<file path="src/rtl/charmap_scroll.sv">
// charmap_scroll: scrolled character-map layer, 3-stage pixel pipeline.
// Ports: raster in (hcnt/vcnt/blank), scroll shadow write, RAM/ROM fetch, rgba out.
//   clk, reset_n          clock, async active-low reset
//   hcnt, vcnt            raster position; hblank, vblank blanking flags
//   scroll_x/y_in, we     shadow scroll write; bg_transparent bg opacity
//   chram_addr            {row, col} tilemap/colour RAM address
//   chmap/fgcol/bgcol     RAM data, 1 clock after chram_addr
//   chrom_addr            {code, pixel row} glyph ROM address
//   chrom_data_in         glyph row, 1 clock after chrom_addr, MSB leftmost
//   r, g, b, a            pixel colour and opacity
module charmap_scroll #(
  parameter int CHAR_W_LOG2  = 3,
  parameter int CHAR_H_LOG2  = 3,
  parameter int COLS_LOG2    = 6,
  parameter int ROWS_LOG2    = 6,
  parameter int BLINK_EN     = 1,
  parameter int BLINK_FRAMES = 16
) (
  input  logic                           clk,
  input  logic                           reset_n,
  input  logic [8:0]                     hcnt,
  input  logic [8:0]                     vcnt,
  input  logic                           hblank,
  input  logic                           vblank,
  input  logic [8:0]                     scroll_x_in,
  input  logic [8:0]                     scroll_y_in,
  input  logic                           scroll_we,
  input  logic                           bg_transparent,
  output logic [ROWS_LOG2+COLS_LOG2-1:0] chram_addr,
  input  logic [7:0]                     chmap_data_in,
  input  logic [7:0]                     fgcol_data_in,
  input  logic [7:0]                     bgcol_data_in,
  output logic [8+CHAR_H_LOG2-1:0]       chrom_addr,
  input  logic [(1<<CHAR_W_LOG2)-1:0]    chrom_data_in,
  output logic [2:0]                     r,
  output logic [2:0]                     g,
  output logic [1:0]                     b,
  output logic                           a
);

  localparam int SXW = COLS_LOG2 + CHAR_W_LOG2;
  localparam int SYW = ROWS_LOG2 + CHAR_H_LOG2;
  localparam int AW  = ROWS_LOG2 + COLS_LOG2;
  localparam int CW  = 8 + CHAR_H_LOG2;
  localparam logic [7:0] BLAST = 8'(BLINK_FRAMES - 1);

  logic [8:0] shx_q, shy_q;
  logic [8:0] scx_q, scy_q;
  logic       vb_q;
  logic [7:0] bcnt_q;
  logic       boff_q;

  logic [AW-1:0]          chram_addr_q;
  logic [CHAR_W_LOG2-1:0] px1_q;
  logic [CHAR_H_LOG2-1:0] py1_q;
  logic                   blank1_q;

  logic [CW-1:0]          chrom_addr_q;
  logic [CHAR_W_LOG2-1:0] px2_q;
  logic [7:0]             fg2_q, bg2_q;
  logic                   blink2_q;
  logic                   blank2_q;

  logic [7:0] col_q, col_d;
  logic       a_q, a_d;

  logic [SXW-1:0] sx;
  logic [SYW-1:0] sy;
  logic           vrise;
  logic [7:0]     code;
  logic           blink_bit;
  logic           pix;
  logic           fg_on;

  assign sx    = SXW'(hcnt) + SXW'(scx_q);
  assign sy    = SYW'(vcnt) + SYW'(scy_q);
  assign vrise = vblank & ~vb_q;

  always_comb begin
    code      = chmap_data_in;
    blink_bit = 1'b0;
    if (BLINK_EN != 0) begin
      code[7]   = 1'b0;
      blink_bit = chmap_data_in[7];
    end
  end

  // Cell width is a power of two, so CHAR_W-1-col is just ~col.
  assign pix   = chrom_data_in[~px2_q];
  assign fg_on = pix & ~(blink2_q & boff_q);

  always_comb begin
    col_d = 8'h00;
    a_d   = 1'b0;
    if (!blank2_q) begin
      if (fg_on) begin
        col_d = fg2_q;
        a_d   = 1'b1;
      end else if (!bg_transparent) begin
        col_d = bg2_q;
        a_d   = 1'b1;
      end
    end
  end

  always_ff @(posedge clk or negedge reset_n) begin
    if (!reset_n) begin
      shx_q  <= '0;
      shy_q  <= '0;
      scx_q  <= '0;
      scy_q  <= '0;
      vb_q   <= 1'b0;
      bcnt_q <= '0;
      boff_q <= 1'b0;
    end else begin
      vb_q <= vblank;
      if (scroll_we) begin
        shx_q <= scroll_x_in;
        shy_q <= scroll_y_in;
      end
      if (vrise) begin
        // A same-cycle shadow write bypasses straight into the actives.
        scx_q <= scroll_we ? scroll_x_in : shx_q;
        scy_q <= scroll_we ? scroll_y_in : shy_q;
        if (bcnt_q >= BLAST) begin
          bcnt_q <= '0;
          boff_q <= ~boff_q;
        end else begin
          bcnt_q <= bcnt_q + 8'd1;
        end
      end
    end
  end

  always_ff @(posedge clk or negedge reset_n) begin
    if (!reset_n) begin
      chram_addr_q <= '0;
      px1_q        <= '0;
      py1_q        <= '0;
      blank1_q     <= 1'b0;
      chrom_addr_q <= '0;
      px2_q        <= '0;
      fg2_q        <= '0;
      bg2_q        <= '0;
      blink2_q     <= 1'b0;
      blank2_q     <= 1'b0;
      col_q        <= '0;
      a_q          <= 1'b0;
    end else begin
      chram_addr_q <= {sy[SYW-1:CHAR_H_LOG2], sx[SXW-1:CHAR_W_LOG2]};
      px1_q        <= sx[CHAR_W_LOG2-1:0];
      py1_q        <= sy[CHAR_H_LOG2-1:0];
      blank1_q     <= hblank | vblank;
      chrom_addr_q <= {code, py1_q};
      px2_q        <= px1_q;
      fg2_q        <= fgcol_data_in;
      bg2_q        <= bgcol_data_in;
      blink2_q     <= blink_bit;
      blank2_q     <= blank1_q;
      col_q        <= col_d;
      a_q          <= a_d;
    end
  end

  assign chram_addr = chram_addr_q;
  assign chrom_addr = chrom_addr_q;
  assign r          = col_q[2:0];
  assign g          = col_q[5:3];
  assign b          = col_q[7:6];
  assign a          = a_q;

endmodule

</file>
<file path="config.mk">
export PLATFORM = sky130hd
export DESIGN_NAME = charmap_scroll
export DESIGN_NICKNAME = d
export VERILOG_FILES = /design/src/rtl/charmap_scroll.sv
export SDC_FILE = /design/constraint.sdc
export NUM_CORES = 1
export LEC_CHECK = 0
export BUFFER_PORTS_ARGS = -buffer_cell sky130_fd_sc_hd__buf_2
export CAP_MARGIN = 10
export CORE_ASPECT_RATIO = 1.75
export CORE_MARGIN = 5
export CORE_UTILIZATION = 55
export CTS_BUF_LIST = sky130_fd_sc_hd__clkbuf_8
export CTS_CLUSTER_DIAMETER = 60
export DETAILED_ROUTE_END_ITERATION = 7
export PLACE_DENSITY = 0.82
export SETUP_SLACK_MARGIN = 0.4
export SYNTH_ARGS = -nofsm -noshare
export SYNTH_HDL_FRONTEND = slang
export SYNTH_SLANG_ARGS = --single-unit
</file>
<file path="constraint.sdc">
create_clock -name clk -period 1.9 [get_ports clk]
set_clock_uncertainty 0.1 [all_clocks]
set_input_delay 0.095 -clock clk [delete_from_list [all_inputs] [get_ports clk]]
set_output_delay 0.095 -clock clk [all_outputs]
set_load 0.005 [all_outputs]
</file>
==> results.sh, run 1 <==
export IMPL_status="finished, violations left"
export IMPL_failed_checks="hold timing"
export IMPL_grt_overflow_total=0
export IMPL_hp_class="input port to flip-flop"
export IMPL_grt_usage=0.239
export IMPL_synth_top_area_frac=0.629
export IMPL_grt_pass1_wl_um=16900
export IMPL_synthXorXnorAreaFrac=0.0336
export IMPL_dpl_worst_slack_ns=0.139
export IMPL_placed_area_um2=4860
export IMPL_final_layout_size_suffix_gt1_frac=0.409
export IMPL_p_clk_frac=0.259
export IMPL_first_iter_violations=231
export IMPL_ys_types=38
export IMPL_cts_max_level=3
export IMPL_critPathLaunchType="flip-flop"
export IMPL_synth_most_common_cell="dfrtp_1"
export IMPL_synthTopCellsByArea="dfrtp_1, nand2_1, ha_1"
export IMPL_cp_required_ns=2.06
export IMPL_ioPinCount=106
export IMPL_swShare=0.304
export IMPL_synth_area_um2=4180
export IMPL_synthArstFlopShare=1.00
export IMPL_grt_pass1_vias=3476
export IMPL_maxSlewHeadroom=0.592
export IMPL_hpwl_um=6560
export IMPL_wl_um=12400
export IMPL_vdd_drop_max_v=0.000818
export IMPL_synthAdderAreaFrac=0.0605
export IMPL_regToRegStartpoint="scy_q[0]"
export IMPL_path_clk_slew_ns=0.10
export IMPL_clock_latency_ns=0.38
export IMPL_synth_top_family_by_area="simple AND/OR/NAND/NOR gates"
export IMPL_period_share=0.986
export IMPL_cts_tree="yes"
export IMPL_end_kind="flip-flop"
export IMPL_fmax_mhz=534
export IMPL_ys_warn_count=0
export IMPL_synth_simple_gate_area_frac=0.127
export IMPL_numPortBuffers=104
export IMPL_power_density_nw_per_um2=1000
export IMPL_row_count=42
export IMPL_cts_made_buffers=9
export IMPL_hold_ws_ns=-0.0283
export IMPL_wl_per_cell_um=20.4
export IMPL_hp_start="vcnt[1]"
export IMPL_internal_power_w=0.00425
export IMPL_syn_nets=424
export IMPL_cts_sinks=105
export IMPL_final_instance_count_excl_fill=609
export IMPL_period_minus_slack_ns=1.87
export IMPL_rsz0062_at_grt="yes"
export IMPL_crit_arrival_ns=2.03
export IMPL_vias=3405
export IMPL_synth_mux_area_frac=0.0683
export IMPL_syn_to_final_growth_pct=45.8
export IMPL_drcViolationCount=0
export IMPL_final_cell_area_um2=6090
export IMPL_ys_seq_area_frac=0.629
export IMPL_ant_nets=0
export IMPL_synth_flop_cell="dfrtp_1"
export IMPL_cts_hold_buf=53
export IMPL_comb_power_share=0.280
export IMPL_worstMarginPinSlew_ns=0.610
export IMPL_finalSetupViolCount=0
export IMPL_crit_start="scy_q[0]"
export IMPL_path_max_fanout=3
export IMPL_synth_edff_count=0
export IMPL_fin_ws_ns=0.0264
export IMPL_coreArea_um2=7510
export IMPL_place_congestion=0.850
export IMPL_root_buffer="clkbuf_8"
export IMPL_maxSlewViolCount=0
export IMPL_ys_ff_latch=105
export IMPL_ys_top_cells_by_count="dfrtp_1, nand2_1, mux2_2"
export IMPL_yosys_area_top_type="dfrtp_1"
export IMPL_critical_path_class="flip-flop to flip-flop"
export IMPL_syn_inst=331
export IMPL_die_y_um=125
export IMPL_die_w_um=75.9
export IMPL_nets=609
export IMPL_drv_cap=0
export IMPL_hold_viol=2
export IMPL_p_sw_w=0.00186
export IMPL_grt_max_degree=43
export IMPL_num_antenna_cells=0
export IMPL_viasPerCell=5.59
export IMPL_initial_core_util=0.556
export IMPL_seq_power_share=0.461
export IMPL_place_inst=519
export IMPL_synth_area_per_cell_um2=12.6
export IMPL_dr_pass1_iters=4
export IMPL_antenna_found_initial=0
export IMPL_synth_compound_area_frac=0.0644
export IMPL_clock_path_buffers=2
export IMPL_leakage_nw=2.89
export IMPL_die_area_um2=9500
==> power by group through the flow <==
stage	logic, W	registers, W	clock network, W
after floorplan	0.000716	0.00279	0
after global placement	0.00112	0.00279	0
after detailed placement	0.00117	0.00281	0
after CTS	0.00143	0.00278	0.00156
after global routing	0.00186	0.00285	0.00168
final	0.00171	0.00281	0.00158
==> cells by family after synthesis <==
kind of cell             count (synthesis)
AND/OR/NAND/NOR                        112
flip-flops                             105
AO/OA/AOI/OAI                           40
multiplexers                            22
adder cells (fa/ha/maj)                 19
XOR/XNOR                                16
buffers and inverters                   16
other                                    1
==> worst paths after layout <==
path                             endpoint  slack (ns)  cells past startpoint
min reg2reg                 chrom_addr[2]        0.26                      0
max in group asynchronous   chram_addr[7]        1.02                      3
max                        chram_addr[11]        0.03                      6
max reg2reg                chram_addr[11]        0.03                      6
min in group asynchronous        blank2_q        0.07                      2
min                              py1_q[1]       -0.03                      2
==> layout make-up <==
type | instances | area [um2]
Clock buffer | 10 | 138
Clock inverter | 6 | 88.8
Fill cell | 375 | 1430
Inverter | 6 | 22.5
Multi-Input combinational cell | 210 | 1810
Sequential cell | 105 | 2630
Tap cell | 88 | 110
Timing Repair Buffer | 184 | 1300
==> cell usage in the layout, fill, tap and decap left out, types with 3 or more instances in the layout <==
| master | n |
|---|---|
| dlygate4sd3_1 | 53 |
| clkbuf_8 | 10 |
| nand3_1 | 6 |
| ha_1 | 8 |
| nor4b_2 | 6 |
| nand2_1 | 63 |
| nor3_1 | 3 |
| a21oi_2 | 7 |
| inv_1 | 7 |
| buf_2 | 103 |
| buf_4 | 22 |
| xor2_1 | 6 |
| mux2_2 | 18 |
| a21oi_1 | 4 |
| dfrtp_1 | 104 |
| ha_4 | 9 |
| buf_6 | 4 |
| xnor2_1 | 9 |
| and2_1 | 4 |
| o211ai_1 | 4 |
| a31o_1 | 7 |
| o21a_1 | 5 |
| nand4_1 | 3 |
| nor2_1 | 9 |
==> flip-flops by register name (all words and copies together), names as in the netlist, 3 cells and up <==
register / count
scy_q: 9
px1_q: 3
bg2_q: 8
col_q: 8
shx_q: 9
scx_q: 9
fg2_q: 8
chram_addr: 12
bcnt_q: 8
chrom_addr: 10
shy_q: 9
py1_q: 3
px2_q: 3
==> through the flow <==
stage	TNS, ns	util	total power, W	hold WS [ns]
finish	0	0.810	0.00611	-0.0283
global route	-0.0199	0.810	0.00639	-0.0422
floorplan	0	-	0.00351	-0.301
global placement	0	0.647	0.00392	-0.0879
detailed placement	0	0.647	0.00398	-0.0789
CTS	0	0.776	0.00577	-0.0571
==> worst max-delay path, stage by stage (launching register included) <==
cell and delay, ns:
dfrtp_1 0.44, ha_4 0.18, fa_2 0.39, a21oi_4 0.21
o21ai_4 0.10, a21oi_1 0.24, nor3_2 0.09
==> metal layers <==
metal | wire length (um) | vias up | track usage
met5 | 0 | - | 0
met4 | 773 | 0 | 0.136
met3 | 707 | 62 | 0.0554
met2 | 6880 | 150 | 0.412
met1 | 4080 | 1692 | 0.255
li1 | - | 1501 | -
==> timing repair <==
| item | CTS | global route |
|---|---|---|
| hold endpoints to repair | 180 | 2 |
| cloned | 0 | 0 |
| resized for setup | 20 | 24 |
| endpoints found under the setup margin | 22 | 34 |
| buffers inserted | 7 | 14 |
| pin swaps | 9 | 16 |
(Power assumes the default switching activity.)
==> inputs of run 2 (changes only) <==
GPL_TIMING_DRIVEN = 1   (was default)
PLACE_DENSITY = 0.85   (was 0.82)
==> run 2 against run 1 <==
The run still ends with hold timing left. Combinational power fell by 7%. Sequential share of layout area increased by 1.2 points. Non-clock buffer count is 12 lower. Maximum frequency rose by 3.6%. Global-route usage increased by 0.19 points. Via count is 3.3% lower. Critical path type unchanged. Largest power group unchanged.
==> results.sh, run 2 (synthesis results as in run 1) <==
export IMPL_status="finished, violations left"
export IMPL_failed_checks="hold timing"
export IMPL_hp_class="input port to flip-flop"
export IMPL_wl_per_cell_um=19.1
export IMPL_drv_cap=0
export IMPL_viasPerCell=5.52
export IMPL_hold_ws_ns=-0.0344
export IMPL_rsz0062_at_grt="yes"
export IMPL_die_w_um=75.9
export IMPL_cp_required_ns=2.10
export IMPL_path_clk_slew_ns=0.11
export IMPL_period_minus_slack_ns=1.81
export IMPL_nets=597
export IMPL_rrSetupSlack_ns=0.09
export IMPL_cts_max_level=3
export IMPL_first_iter_violations=126
export IMPL_grt_max_degree=57
export IMPL_fmax_mhz=553
export IMPL_fillers=401
export IMPL_reg2reg_to="col_q[2]"
export IMPL_ant_nets=0
export IMPL_critical_path_class="flip-flop to flip-flop"
export IMPL_p_total_w=0.00572
export IMPL_period_share=0.952
export IMPL_clock_path_buffers=2
export IMPL_place_congestion=0.821
export IMPL_maxSlewViolCount=0
export IMPL_wl_um=11400
export IMPL_cts_sinks=105
export IMPL_hpwl_um=6570
export IMPL_grt_pass1_wl_um=17100
export IMPL_leakage_nw=2.80
export IMPL_most_common_layout_cells="dfrtp_1, buf_2, nand2_1, dlygate4sd3_1, mux2_2"
export IMPL_dr_pass1_iters=4
export IMPL_crit_arrival_ns=2.00
export IMPL_hold_viol=5
export IMPL_maxSlewHeadroom=0.648
export IMPL_finalSetupViolCount=0
export IMPL_grt_usage=0.241
export IMPL_clock_latency_ns=0.39
export IMPL_initial_core_util=0.556
export IMPL_cts_hold_buf=53
export IMPL_end_kind="flip-flop"
export IMPL_num_antenna_cells=0
export IMPL_hp_start="vcnt[5]"
export IMPL_die_area_um2=9500
export IMPL_regToRegStartpoint="px2_q[0]"
export IMPL_die_y_um=125
export IMPL_critPathLaunchType="flip-flop"
export IMPL_syn_to_final_growth_pct=41.9
export IMPL_cts_made_buffers=9
export IMPL_worstMarginPinSlew_ns=0.526
export IMPL_vdd_drop_max_v=0.000664
export IMPL_power_density_nw_per_um2=966
export IMPL_drcViolationCount=0
export IMPL_final_layout_size_suffix_gt1_frac=0.383
export IMPL_root_buffer="clkbuf_8"
export IMPL_antenna_found_initial=0
export IMPL_row_count=42
export IMPL_ioPinCount=106
export IMPL_worstRegToRegCells=5
export IMPL_coreArea_um2=7510
export IMPL_worstHoldEndpoint="chram_addr[8]"
export IMPL_numPortBuffers=104
export IMPL_cts_tree="yes"
export IMPL_grt_pass1_vias=3628
export IMPL_whs_path_depth=3
export IMPL_vias=3294
export IMPL_path_max_fanout=5
export IMPL_tns_ns=0
export IMPL_grt_overflow_total=0
export IMPL_largest_register_ffs=12
-- run 2: area by class of cell --
type	instances	area [um2]	share of cell area
Sequential cell	105	2630	0.444
Timing Repair Buffer	172	1190	0.201
Inverter	6	22.5	0.00380
Clock inverter	7	63.8	0.0108
Multi-Input combinational cell	210	1780	0.301
Tap cell	88	110	0.0186
Clock buffer	9	124	0.0209
-- run 2: worst max-delay path by stage --
stage             start        endpoint  slack [ns]  depth (start not counted)
2_1_floorplan  scx_q[0]   chram_addr[5]        0.26                          6
3_3_place_gp   scx_q[0]   chram_addr[5]        0.19                          6
3_5_place_dp   scy_q[0]  chram_addr[11]        0.12                          6
4_1_cts        px2_q[0]        col_q[5]        0.14                          5
5_1_grt        px2_q[0]        col_q[2]        0.02                          5
6_report       px2_q[0]        col_q[2]        0.09                          5
-- run 2: metal layers --
layer  vias up  wire length, um  global-route usage
met4         0              609               0.125
met3        51              629              0.0578
met5         -                0                   0
li1       1485                -                   -
met2       124             6430               0.419
met1      1634             3740               0.258
-- run 2: repair_timing --
action,4_1_cts,5_1_grt
hold endpoints to repair,182,4
setup endpoints to repair,22,29
pin swaps,8,18
gates resized for setup,23,17
buffers inserted,7,4
-- run 2: power breakdown --
part / total, W / switching, W / internal (W)
Clock: 0.00133 / 0.000825 / 0.000501
Combinational: 0.00159 / 0.000779 / 0.000811
Sequential: 0.00281 / 0.000209 / 0.00260
-- run 2: critical path: stages, from the launching register on --
cell,delay (ns)
dfrtp_1,0.43
mux4_2,0.58
mux2i_4,0.19
buf_6,0.15
nor4b_1,0.05
a31o_1,0.21
-- run 2: through the flow --
step / hold WS [ns] / setup slack [ns] / util / instance area, um2 / std cells
6_report: -0.0344 / 0.0912 / 0.788 / 5920 / 597
4_1_cts: -0.0607 / 0.142 / 0.770 / 5780 / 593
2_1_floorplan: -0.301 / 0.255 / - / 4220 / 331
5_1_grt: -0.0186 / 0.0224 / 0.788 / 5920 / 597
3_3_place_gp: -0.0454 / 0.194 / 0.645 / 4850 / 517
3_5_place_dp: -0.0412 / 0.118 / 0.645 / 4850 / 517
